**config.mk**
```make
export PLATFORM = sky130hd
export DESIGN_NAME = axicb_resp_router
export DESIGN_NICKNAME = d
export VERILOG_FILES = /design/src/rtl/axicb_pkg.sv /design/src/rtl/axicb_order_fifo.sv /design/src/rtl/axicb_resp_router.sv
export SDC_FILE = /design/constraint.sdc
export NUM_CORES = 1
export LEC_CHECK = 0
export BUFFER_PORTS_ARGS = -buffer_cell sky130_fd_sc_hd__buf_2
export CORE_MARGIN = 2
export CORE_UTILIZATION = 44
export DETAILED_ROUTE_END_ITERATION = 16
export MAX_ROUTING_LAYER = met4
export PLACE_DENSITY = 0.87
export REMOVE_ABC_BUFFERS = 1
export SLEW_MARGIN = 20
export SYNTH_ARGS = -nofsm -noshare
export SYNTH_HDL_FRONTEND = slang
export SYNTH_SLANG_ARGS = --single-unit
```
**constraint.sdc**
```tcl
create_clock -name aclk -period 2.5 [get_ports aclk]
set_input_delay 0.125 -clock aclk [delete_from_list [all_inputs] [get_ports aclk]]
set_output_delay 0.125 -clock aclk [all_outputs]
set_load 0.1 [all_outputs]
```
**src/rtl/axicb_pkg.sv**
```systemverilog
// Shared crossbar helpers: index width and lowest-set-bit one-hot decode.
package axicb_pkg;

   function automatic int idx_width(input int n);
      return (n > 1) ? $clog2(n) : 1;
   endfunction

   // Lowest set bit wins so a multi-hot grant still yields a single owner.
   function automatic int oh2idx(input logic [15:0] v);
      int r;
      r = 0;
      for (int i = 15; i >= 0; i--) begin
         if (v[i]) r = i;
      end
      return r;
   endfunction

endpackage

```
**src/rtl/axicb_order_fifo.sv**
```systemverilog
// In-order tracking FIFO of requester indices with full/empty/count derived
// from pointers that carry an extra wrap bit.
module axicb_order_fifo
   import axicb_pkg::*;
#(
   parameter int W     = 2,
   parameter int DEPTH = 8
) (
   input  logic                     clk,
   input  logic                     rst_n,
   input  logic                     srst,
   input  logic                     i_push,
   input  logic [W-1:0]             i_din,
   input  logic                     i_pop,
   output logic [W-1:0]             o_dout,
   output logic                     o_full,
   output logic                     o_empty,
   output logic [$clog2(DEPTH):0]   o_count
);
   localparam int AW = $clog2(DEPTH);

   logic [W-1:0]  r_mem [DEPTH];
   logic [AW:0]   r_wptr;
   logic [AW:0]   r_rptr;
   logic          w_do_push;
   logic          w_do_pop;

   assign o_full    = (r_wptr[AW] != r_rptr[AW]) && (r_wptr[AW-1:0] == r_rptr[AW-1:0]);
   assign o_empty   = (r_wptr == r_rptr);
   assign o_count   = r_wptr - r_rptr;
   assign o_dout    = r_mem[r_rptr[AW-1:0]];
   assign w_do_push = i_push & ~o_full;
   assign w_do_pop  = i_pop & ~o_empty;

   always_ff @(posedge clk or negedge rst_n) begin
      if (!rst_n) begin
         r_wptr <= '0;
         r_rptr <= '0;
      end else if (srst) begin
         r_wptr <= '0;
         r_rptr <= '0;
      end else begin
         if (w_do_push) r_wptr <= r_wptr + 1'b1;
         if (w_do_pop)  r_rptr <= r_rptr + 1'b1;
      end
   end

   always_ff @(posedge clk) begin
      if (w_do_push) r_mem[r_wptr[AW-1:0]] <= i_din;
   end

endmodule

```
**src/rtl/axicb_resp_router.sv**
```systemverilog
// Steers slave responses to the requester owning the oldest outstanding grant.
// Optional watchdog enabled by defining AXICB_RESP_TIMEOUT_EN.
module axicb_resp_router
   import axicb_pkg::*;
#(
   parameter int REQ_NB         = 4,
   parameter int DEPTH          = 8,
   parameter int DATA_W         = 32,
   parameter int TIMEOUT_CYCLES = 1024
) (
   input  logic                     aclk,
   input  logic                     aresetn,
   input  logic                     srst,
   input  logic                     grant_valid,
   input  logic [REQ_NB-1:0]        grant,
   output logic                     grant_ready,
   input  logic                     rsp_valid,
   output logic                     rsp_ready,
   input  logic [DATA_W-1:0]        rsp_data,
   input  logic                     rsp_last,
   output logic [REQ_NB-1:0]        m_rvalid,
   input  logic [REQ_NB-1:0]        m_rready,
   output logic [DATA_W-1:0]        m_rdata,
   output logic                     m_rlast,
   output logic [$clog2(DEPTH):0]   outstanding,
   output logic                     timeout_err
);
   localparam int IDX_W = idx_width(REQ_NB);

   logic [15:0]       w_grant_ext;
   logic [IDX_W-1:0]  w_push_idx;
   logic [IDX_W-1:0]  w_head;
   logic              w_push;
   logic              w_pop;
   logic              w_full;
   logic              w_empty;

   always_comb begin
      w_grant_ext = '0;
      w_grant_ext[REQ_NB-1:0] = grant;
   end

   assign w_push_idx  = IDX_W'(oh2idx(w_grant_ext));
   assign w_push      = grant_valid & ~w_full & (|grant);
   assign grant_ready = ~w_full;
   assign w_pop       = rsp_valid & rsp_ready & rsp_last;
   assign m_rdata     = rsp_data;
   assign m_rlast     = rsp_last;

   axicb_order_fifo #(.W(IDX_W), .DEPTH(DEPTH)) u_fifo (
      .clk     (aclk),
      .rst_n   (aresetn),
      .srst    (srst),
      .i_push  (w_push),
      .i_din   (w_push_idx),
      .i_pop   (w_pop),
      .o_dout  (w_head),
      .o_full  (w_full),
      .o_empty (w_empty),
      .o_count (outstanding)
   );

   // Responses are only routed once an owner exists; nothing is bypassed.
   always_comb begin
      m_rvalid  = '0;
      rsp_ready = 1'b0;
      if (!w_empty) begin
         m_rvalid[w_head] = rsp_valid;
         rsp_ready        = m_rready[w_head];
      end else begin
         m_rvalid  = '0;
         rsp_ready = 1'b0;
      end
   end

`ifdef AXICB_RESP_TIMEOUT_EN
   localparam int CW = $clog2(TIMEOUT_CYCLES + 1);

   logic [CW-1:0] r_cnt;
   logic [CW-1:0] w_cnt_nxt;
   logic          r_err;

   always_comb begin
      w_cnt_nxt = r_cnt;
      if (w_empty || (rsp_valid && rsp_ready)) begin
         w_cnt_nxt = '0;
      end else if (r_cnt != CW'(TIMEOUT_CYCLES)) begin
         w_cnt_nxt = r_cnt + 1'b1;
      end else begin
         w_cnt_nxt = r_cnt;
      end
   end

   always_ff @(posedge aclk or negedge aresetn) begin
      if (!aresetn) begin
         r_cnt <= '0;
         r_err <= 1'b0;
      end else if (srst) begin
         r_cnt <= '0;
         r_err <= 1'b0;
      end else begin
         r_cnt <= w_cnt_nxt;
         r_err <= r_err | (w_cnt_nxt == CW'(TIMEOUT_CYCLES));
      end
   end

   assign timeout_err = r_err;
`else
   assign timeout_err = 1'b0;
`endif

endmodule

```
==> metrics.cfg, run 1 <==
[place]
placed_area_um2=1545
hpwlAfterDp_um=3067
dpl.cell_count=189
place_congestion=0.8897
port_buffers=24
post-place-ws_ns=0.1249

[pwr]
pwr_density_cell_nw_per_um2=562.0
p_leak_nw=0.6927
vdd_drop_max_uv=283.3

[sta]
setup_ws_ns=0.08265
fin_skew_ns=0.009146
tns_ns=0
timing.fmax_mhz=413.7
hold_violations=0
finalSetupViolCount=0
period_share_pct=96.69
maxSlewHeadroom_pct=46.09
worstMarginPinSlew_ns=0.8024
slew_viol_final=0
finalCriticalPeriod_ns=2.417

[hold_path]
hold_class=in2reg
hold_depth=2

[drt]
dr.pass1.iters=6
routed_wl_um=3916
wl_met1_um=1670
wl_per_cell_um=19.88
route.detailed.drc=0
route.met3.wl_um=617
highest_layer=met4
wl_met2_um=1585
vias=1069
postRouteAntennaNets=0
vias_per_cell=5.426
first_iter_violations=79

[worst_setup_path]
end_kind=output pin
worst_setup_path_start_kind=register
path_class=reg2out
crit_chain=mux2i_1 -> a22oi_1 -> o311a_4 -> mux4_2 -> o21a_1 -> buf_12
crit_arrival_ns=2.29
cp.required_ns=2.38
slowest_stage=mux4_2
crit_fanout=7
slowest_delay_ns=0.51
r2r_cells=7

[yosys]
synthTopCellsByArea=edfxtp_1 (30%), buf_4 (16%), dfrtp_1 (13%)
ys_seq_elements=24
netlist_area_um2=1597
async_reset_ff_share_pct=33.33
yosysMostFrequentCell=buf_4
synth_edf_count=16
synthTopCellsByCount=buf_4 (34), nor2_1 (17), edfxtp_1 (16)
synth_top_area_cell=edfxtp_1
synth_top_area_share_pct=30.09
yosysWarnings=0
synthFlopType=edfxtp_1
syn_avg_cell_area_um2=10.50
ys_seq_area_share_pct=42.63
yosysUniqueCellTypes=39
synth_cells=152

[floorplan]
die_y_um=64.24
num_io_pins=90
core_area_um2=3416
num_rows=21
floorplan.initialDensity_pct=46.74
die_x_um=64.24
die_area_um2=4126

[global_routing]
grt_pass1_vias=1049
gr-usage-all-layers_pct=20.54
grt_pass1_wl_um=5927
grt_max_degree=14
grt_overflow=0
antenna_found_initial=0

[flow_run]
maxCapViolCount=0

[final_layout]
regArea_um2=683.2
filler_cell_count=325
nNetsFinal=204
final_layout_size_suffix_gt1_share_pct=29.80
multi_input_area_um2=616.8
utilization_pct=47.33
final-instance-count-excl-fill=197
fin_area_um2=1617
antennaDiodeCount=0
area_growth_pct=1.254

[status]
status=finished clean

[clock_network]
clockBufferDepth=2
cts_root_buf=clkbuf_4
clkSinkCount=24
clk_pin_slew_worst_paths_ns=0.13
htree_levels=1
insertion_delay_ns=0.32
cts_tree=built
numCtsBuffers=3

[flip-flops by register name, indices dropped and copies added (netlist names)]
register and cells:
u_fifo.r_mem 16, u_fifo.r_rptr 4, u_fifo.r_wptr 4
[cell families after synthesis]
kind of cell	after synthesis	synth area share [%]
simple gates	48	14.66
buf+inv	45	19.04
flops	24	42.63
mux	9	8.855
other cells	1	0.2349
fa+ha+maj	6	5.172
compound gates	14	6.661
xor+xnor	5	2.743
[layout by cell type (no fill, tap or decap), drive strengths merged, types with 2 or more instances in the layout]
cell,instances
and2,2
xnor2,2
a21oi,3
nand3,4
dfrtp,8
edfxtp,16
o21a,2
nor2b,2
mux2,2
mux4,3
xor2,3
buf,29
nand2b,2
and3,3
mux2i,4
nor2,17
inv,8
clkbuf,5
ha,5
nor3,4
nand2,10
o21ai,3
[path summary, 6_finish.rpt]
path | end | slack, ns | startpoint
min in group asynchronous | u_fifo.r_wptr[1] | 0.17 | aresetn
min | u_fifo.r_wptr[1] | 0.11 | srst
min reg2reg | u_fifo.r_wptr[3] | 0.62 | u_fifo.r_wptr[3]
max reg2reg | u_fifo.r_rptr[3] | 0.18 | u_fifo.r_rptr[0]
max | rsp_ready | 0.08 | u_fifo.r_rptr[0]
max in group asynchronous | u_fifo.r_rptr[1] | 2.15 | aresetn
[per-layer routing]
layer	global-route usage, %	up-vias
met5	-	-
met4	6.649	0
met3	14.79	6
met2	26.04	83
met1	25.37	495
li1	-	485
[where the power goes]
group          internal, mW  total (mW)  switching (mW)
Clock                0.0585       0.172           0.114
Combinational        0.0857       0.287           0.201
Sequential            0.437       0.449          0.0126
[final cells by class]
type                       instances  area share (%)
clock buffer                       3           1.393
clock inverter                     1          0.2322
inverter                           8           1.858
multi-input combinational         83           38.16
sequential                        24           42.26
tap                               46           3.560
timing repair buffer              32           12.54
[metrics by stage]
stage	hold slack, ns	power [mW]
final	0.1107	0.9086
after floorplan	-0.1706	0.6595
after detailed placement	-0.02197	0.7343
after CTS	0.1058	0.9025
after global routing	0.1115	0.9496
after global placement	-0.02233	0.7291
[worst max-delay path: cells and delay by family (launching register included)]
family / cells / cell delay [ns]
AOI/OAI and AO/OA: 3 / 0.63
buffers and inverters: 1 / 0.17
DFF: 1 / 0.50
muxes: 2 / 0.66
[what timing repair did]
action,4_1_cts,5_1_grt
buffers inserted,1,2
hold buffers,1,0
resized for setup,1,4
setup endpoints to repair,2,8
hold endpoints to repair,8,0
(Power assumes the default switching activity.)
==> run 2: changes to the inputs <==
--- a/config.mk
+++ b/config.mk
@@ -7,11 +7,12 @@
 export LEC_CHECK = 0
 export BUFFER_PORTS_ARGS = -buffer_cell sky130_fd_sc_hd__buf_2
 export CORE_MARGIN = 2
-export CORE_UTILIZATION = 44
+export CORE_UTILIZATION = 48
 export DETAILED_ROUTE_END_ITERATION = 16
 export MAX_ROUTING_LAYER = met4
-export PLACE_DENSITY = 0.87
+export PLACE_DENSITY = 0.93
 export REMOVE_ABC_BUFFERS = 1
+export SETUP_SLACK_MARGIN = 0.05
 export SLEW_MARGIN = 20
 export SYNTH_ARGS = -nofsm -noshare
 export SYNTH_HDL_FRONTEND = slang
==> constraint.sdc (replaced) <==
create_clock -name aclk -period 3.1 [get_ports aclk]
set_input_delay 0.155 -clock aclk [delete_from_list [all_inputs] [get_ports aclk]]
set_output_delay 0.155 -clock aclk [all_outputs]
set_load 0.1 [all_outputs]
==> run 2 against run 1 <==
Clock power rose by 31%; sequential power fell by 19%; wire length decreased by 2.5%; power is 12% lower; final cell count down 4.6%; global-route usage increased by 1.7 points; combinational power fell by 26%; clock skew is 0.0074 ns lower; critical path type unchanged; critical endpoint unchanged.
==> metrics.cfg, run 2 (same netlist as run 1, synthesis figures left out) <==
[drt]
dr.pass1.iters=4  ; was 6
vias=1035  ; was 1069
vias_per_cell=5.505  ; was 5.426
routed_wl_um=3819  ; was 3916 um
wl_per_cell_um=20.31  ; was 19.88 um
first_iter_violations=32  ; was 79
postRouteAntennaNets=0  ; unchanged
route.detailed.drc=0  ; unchanged

[sta]
maxSlewHeadroom_pct=50.75  ; was 46.09%
setup_ws_ns=0.2702  ; was 0.08265 ns
finalCriticalPeriod_ns=2.830
rsz0062_at_grt=false
timing.hold.ws_ns=0.1381  ; was 0.1107 ns
fin_skew_ns=0.001709  ; was 0.009146 ns
slew_viol_final=0  ; unchanged
worstMarginPinSlew_ns=0.7331  ; was 0.8024 ns
timing.fmax_mhz=353.4
hold_violations=0  ; unchanged
finalSetupViolCount=0  ; unchanged
period_share_pct=91.28

[hold_path]
hold_depth=2  ; unchanged
hold_class=in2reg  ; unchanged

[global_routing]
gr-usage-all-layers_pct=22.28  ; was 20.54%
grt.busiest_layer=met2  ; unchanged
antenna_found_initial=0  ; unchanged
grt_max_degree=15  ; was 14
grt_overflow=0  ; unchanged
grt_pass1_wl_um=5554  ; was 5927 um
use_met2_pct=28.57  ; was 26.04%
grt_use_met1_pct=27.86  ; was 25.37%
grt_pass1_vias=1016  ; was 1049
met3_usage_pct=16.39  ; was 14.79%

[worst_setup_path]
worst_setup_path_start_kind=register  ; unchanged
crit_arrival_ns=2.67  ; was 2.29 ns
r2r_cells=6  ; was 7
cp.required_ns=2.94  ; was 2.38 ns
path_class=reg2out  ; unchanged
crit_fanout=11  ; was 7
end_kind=output pin  ; unchanged

[clock_network]
clk_pin_slew_worst_paths_ns=0.13  ; about the same
htree_levels=1  ; unchanged
clockBufferDepth=2  ; unchanged
numCtsBuffers=3  ; unchanged
cts_setup_buffers=0  ; was 1
cts_root_buf=clkbuf_4  ; unchanged
clkSinkCount=24  ; unchanged
cts_tree=built  ; unchanged
insertion_delay_ns=0.31  ; was 0.32 ns

[pwr]
totalPowerFinal_mw=0.7993  ; was 0.9086 mW
pwr_density_cell_nw_per_um2=512.3  ; was 562.0 nW/um^2
vdd_drop_max_uv=277.7  ; was 283.3 uV
p_leak_nw=0.6671  ; was 0.6927 nW

[status]
status=finished clean  ; unchanged

[final_layout]
layout_commonest_cell=buf_2  ; unchanged
final_layout_size_suffix_gt1_share_pct=25.00  ; was 29.80%
nNetsFinal=197  ; was 204
final_cell_mix=buf_2 (24), nor2_1 (17), edfxtp_1 (16)  ; was buf_2 (21), nor2_1 (17), edfxtp_1 (16)
utilization_pct=50.28  ; was 47.33%
area_growth_pct=-2.272  ; was 1.254%
antennaDiodeCount=0  ; unchanged
largest_reg_flops=16  ; unchanged

[floorplan]
num_io_pins=90  ; unchanged
die_y_um=61.67  ; was 64.24 um
floorplan.initialDensity_pct=51.45  ; was 46.74%
die_x_um=61.67  ; was 64.24 um
die_area_um2=3803  ; was 4126 um^2
num_rows=20  ; was 21
core_area_um2=3103  ; was 3416 um^2

[place]
hpwlAfterDp_um=3006  ; was 3067 um
post-place-ws_ns=0.6477  ; was 0.1249 ns
place_congestion=0.8687  ; was 0.8897
port_buffers=24  ; unchanged

[flow_run]
maxCapViolCount=0  ; unchanged

## run 2: path summary, 6_finish.rpt
check	endpoint	slack (ns)	from
max	rsp_ready	0.27	u_fifo.r_rptr[0]
min	u_fifo.r_wptr[0]	0.14	srst
max reg2reg	u_fifo.r_rptr[3]	0.62	u_fifo.r_rptr[0]
min reg2reg	u_fifo.r_wptr[3]	0.63	u_fifo.r_wptr[3]
max in group asynchronous	u_fifo.r_rptr[0]	2.75	aresetn
min in group asynchronous	u_fifo.r_wptr[3]	0.19	aresetn
## run 2: timing repair
item | in CTS | in global routing
hold buffers | 1 | 0
endpoints found under the hold margin | 8 | 0
resized for setup | 0 | 0
## run 2: area by class of cell
| type | count | area (um^2) |
|---|---|---|
| Clock buffer | 3 | 22.52 |
| Clock inverter | 1 | 30.03 |
| Fill cell | 297 | 1543 |
| Inverter | 8 | 30.03 |
| Multi-Input combinational cell | 83 | 611.8 |
| Sequential cell | 24 | 680.7 |
| Tap cell | 44 | 55.05 |
| Timing Repair Buffer | 25 | 130.1 |
## run 2: critical path, stage by stage (launching register included)
cell     delay, ns
dfrtp_1       0.67
mux2i_1       0.18
a22oi_1       0.25
o311a_4       0.26
mux4_2        0.57
o21a_1        0.14
buf_2         0.29
## run 2: power by group
group | internal (mW) | total [mW] | switching, mW
registers | 0.352 | 0.363 | 0.0107
clock network | 0.131 | 0.225 | 0.0940
logic | 0.0530 | 0.212 | 0.159
## run 2: metrics by stage
stage               instances  TNS (ns)  instance area (um^2)
floorplan                 115   -0.8931                  1323
global placement          183         0                  1498
detailed placement        183         0                  1498
CTS                       188         0                  1560
global route              188         0                  1560
finish                    188         0                  1560
## run 2: per-layer routing
metal / part of all wire, % / wire length [um] / vias to the layer above
li1: - / - / 471
met1: 42 / 1592 / 491
met2: 40 / 1546 / 71
met3: 17 / 653 / 2
met4: 0.68 / 26 / 0
met5: 0 / 0 / -
==> run 3: changes to the inputs <==
--- a/config.mk
+++ b/config.mk
@@ -5,12 +5,12 @@
 export SDC_FILE = /design/constraint.sdc
 export NUM_CORES = 1
 export LEC_CHECK = 0
-export BUFFER_PORTS_ARGS = -buffer_cell sky130_fd_sc_hd__buf_2
 export CORE_MARGIN = 2
-export CORE_UTILIZATION = 48
+export CORE_UTILIZATION = 56
 export DETAILED_ROUTE_END_ITERATION = 16
+export DONT_BUFFER_PORTS = 1
 export MAX_ROUTING_LAYER = met4
-export PLACE_DENSITY = 0.93
+export PLACE_DENSITY = 0.81
 export REMOVE_ABC_BUFFERS = 1
 export SETUP_SLACK_MARGIN = 0.05
 export SLEW_MARGIN = 20
==> constraint.sdc (replaced) <==
create_clock -name aclk -period 2.3 [get_ports aclk]
set_input_delay 0.115 -clock aclk [delete_from_list [all_inputs] [get_ports aclk]]
set_output_delay 0.115 -clock aclk [all_outputs]
set_load 0.1 [all_outputs]
==> run 3 against run 2 <==
The flow now finishes with violations (negative setup slack); non-clock buffer count shrank 1; cell area grew 13%; sequential power grew 33%; critical path type unchanged; combinational power grew 69%; count of clock-buffer cells in the layout is the same.
==> metrics.cfg, run 3 (same netlist as run 1, synthesis figures left out) <==
[status]
status=finished, violations left  ; was finished clean
violations=negative setup slack

[place]
hpwlAfterDp_um=3089  ; was 3006 um
placed_area_um2=1572  ; was 1498 um^2
place_congestion=0.8910  ; was 0.8687
post-place-ws_ns=0.07085  ; was 0.6477 ns
port_buffers=0  ; was 24

[drt]
route.detailed.drc=0  ; unchanged
wl_per_cell_um=21.95  ; was 20.31 um
vias_per_cell=6.057  ; was 5.505
routed_wl_um=3820  ; was 3819 um
vias=1054  ; was 1035
postRouteAntennaNets=0  ; unchanged
first_iter_violations=42  ; was 32
dr.pass1.iters=4  ; unchanged

[final_layout]
antennaDiodeCount=0  ; unchanged
fin_area_um2=1758  ; was 1560 um^2
nNetsFinal=196  ; was 197
multi_input_area_um2=693.2  ; was 611.8 um^2
filler_cell_count=186  ; was 297
regArea_um2=684.4  ; was 680.7 um^2
largest_reg_flops=16  ; unchanged
final_layout_size_suffix_gt1_share_pct=35.66  ; was 25.00%
area_growth_pct=10.11  ; was -2.272%
utilization_pct=64.30  ; was 50.28%
final_cell_mix=nor2_1 (16), edfxtp_1 (16), buf_4 (14)  ; was buf_2 (24), nor2_1 (17), edfxtp_1 (16)

[worst_setup_path]
end_kind=output pin  ; unchanged
path_class=reg2out  ; unchanged
crit_fanout=7  ; was 11
cp.required_ns=2.18  ; was 2.94 ns
worst_setup_path_start_kind=register  ; unchanged
crit_arrival_ns=2.23  ; was 2.67 ns

[sta]
rsz0062_at_grt=true  ; was false
timing.fmax_mhz=425.8
hold_violations=0  ; unchanged
finalSetupViolCount=1  ; was 0
fin_skew_ns=0.01939  ; was 0.001709 ns
slew_viol_final=0  ; unchanged
period_share_pct=102.1
maxSlewHeadroom_pct=54.38  ; was 50.75%
setup_ws_ns=-0.04875  ; was 0.2702 ns
worstMarginPinSlew_ns=0.6791  ; was 0.7331 ns
finalCriticalPeriod_ns=2.349

[clock_network]
clk_pin_slew_worst_paths_ns=0.14  ; was 0.13 ns
insertion_delay_ns=0.32  ; was 0.31 ns
clockBufferDepth=2  ; unchanged
numCtsBuffers=3  ; unchanged
htree_levels=1  ; unchanged
cts_root_buf=clkbuf_4  ; unchanged
cts_tree=built  ; unchanged
clkSinkCount=24  ; unchanged

[floorplan]
num_io_pins=90  ; unchanged
die_x_um=57.40  ; was 61.67 um
die_area_um2=3294  ; was 3803 um^2
core_area_um2=2734  ; was 3103 um^2
die_y_um=57.40  ; was 61.67 um
num_rows=19  ; was 20
floorplan.initialDensity_pct=58.40  ; was 51.45%

[global_routing]
grt_max_degree=15  ; unchanged
antenna_found_initial=0  ; unchanged
grt_pass1_vias=980  ; was 1016
gr-usage-all-layers_pct=24.14  ; was 22.28%
grt_overflow=0  ; unchanged
grt_pass1_wl_um=5478  ; was 5554 um

[pwr]
pwr_density_cell_nw_per_um2=648.8  ; was 512.3 nW/um^2
totalPowerFinal_mw=1.141  ; was 0.7993 mW
p_leak_nw=0.7126  ; was 0.6671 nW
vdd_drop_max_uv=503.9  ; was 277.7 uV

[flow_run]
maxCapViolCount=0  ; unchanged

[hold_path]
hold_class=in2reg  ; unchanged

==> run 3: changes by cell type in the layout (fill, tap and decap cells not counted), sizes merged <==
cell	change
clkbuf	+2
buf	-5
dlygate4sd3	+2
==> run 3: critical path, cell delays in order, from the launching register on <==
cell	delay, ns
dfrtp_2	0.50
mux2i_1	0.14
a22oi_1	0.20
o311a_4	0.23
mux4_2	0.52
o21a_1	0.15
buf_12	0.17
==> run 3: path summary, 6_finish.rpt <==
path	cells after the start	slack (ns)	start	endpoint
min in group asynchronous	1	0.13	aresetn	u_fifo.r_wptr[3]
max	6	-0.05	u_fifo.r_rptr[0]	rsp_ready
min	2	0.03	srst	u_fifo.r_rptr[3]
max reg2reg	7	0.04	u_fifo.r_rptr[0]	u_fifo.r_rptr[3]
min reg2reg	2	0.60	u_fifo.r_wptr[3]	u_fifo.r_wptr[3]
max in group asynchronous	1	1.88	aresetn	u_fifo.r_rptr[2]
==> run 3: per-layer routing <==
layer  vias to the layer above  share of wire (%)  GRT usage (%)  wire [um]
li1                        466                  -              -          -
met1                       501                 38          29.19       1466
met2                        77                 43          31.49       1659
met3                        10                 17          18.82        639
met4                         0                1.4          5.648         55
met5                         -                  0              -          0
==> run 3: timing repair <==
action,CTS,global route
setup buffers,1,2
cloned,0,0
hold buffers,2,1
setup endpoints to repair,10,14
pin swaps,3,6
resized for setup,8,16
hold endpoints to repair,14,2
==> run 3: per-stage QoR <==
step	TNS [ns]	instances	hold slack, ns
after floorplan	-12.87	115	-0.1806
after global placement	0	164	-0.1804
after detailed placement	0	164	-0.1805
after CTS	-0.05631	171	0.0001967
after global routing	-0.3358	174	0.03102
final	-0.04875	174	0.03469
==> run 3: report_power, final <==
| part | total (mW) | switching [mW] | internal, mW | leakage, nW |
|---|---|---|---|---|
| combinational | 0.359 | 0.232 | 0.127 | 0.432 |
| clock | 0.299 | 0.122 | 0.176 | 0.0279 |
| sequential | 0.483 | 0.00789 | 0.475 | 0.253 |
| total | 1.14 | 0.363 | 0.778 | 0.713 |
==> run 3: cell type report <==
cell class | instances | area share [%]
timing repair buffer | 24 | 14.73
sequential | 24 | 38.93
multi-input combinational | 83 | 39.43
inverter | 8 | 1.708
clock inverter | 1 | 1.708
clock buffer | 3 | 1.281
tap | 31 | 2.206
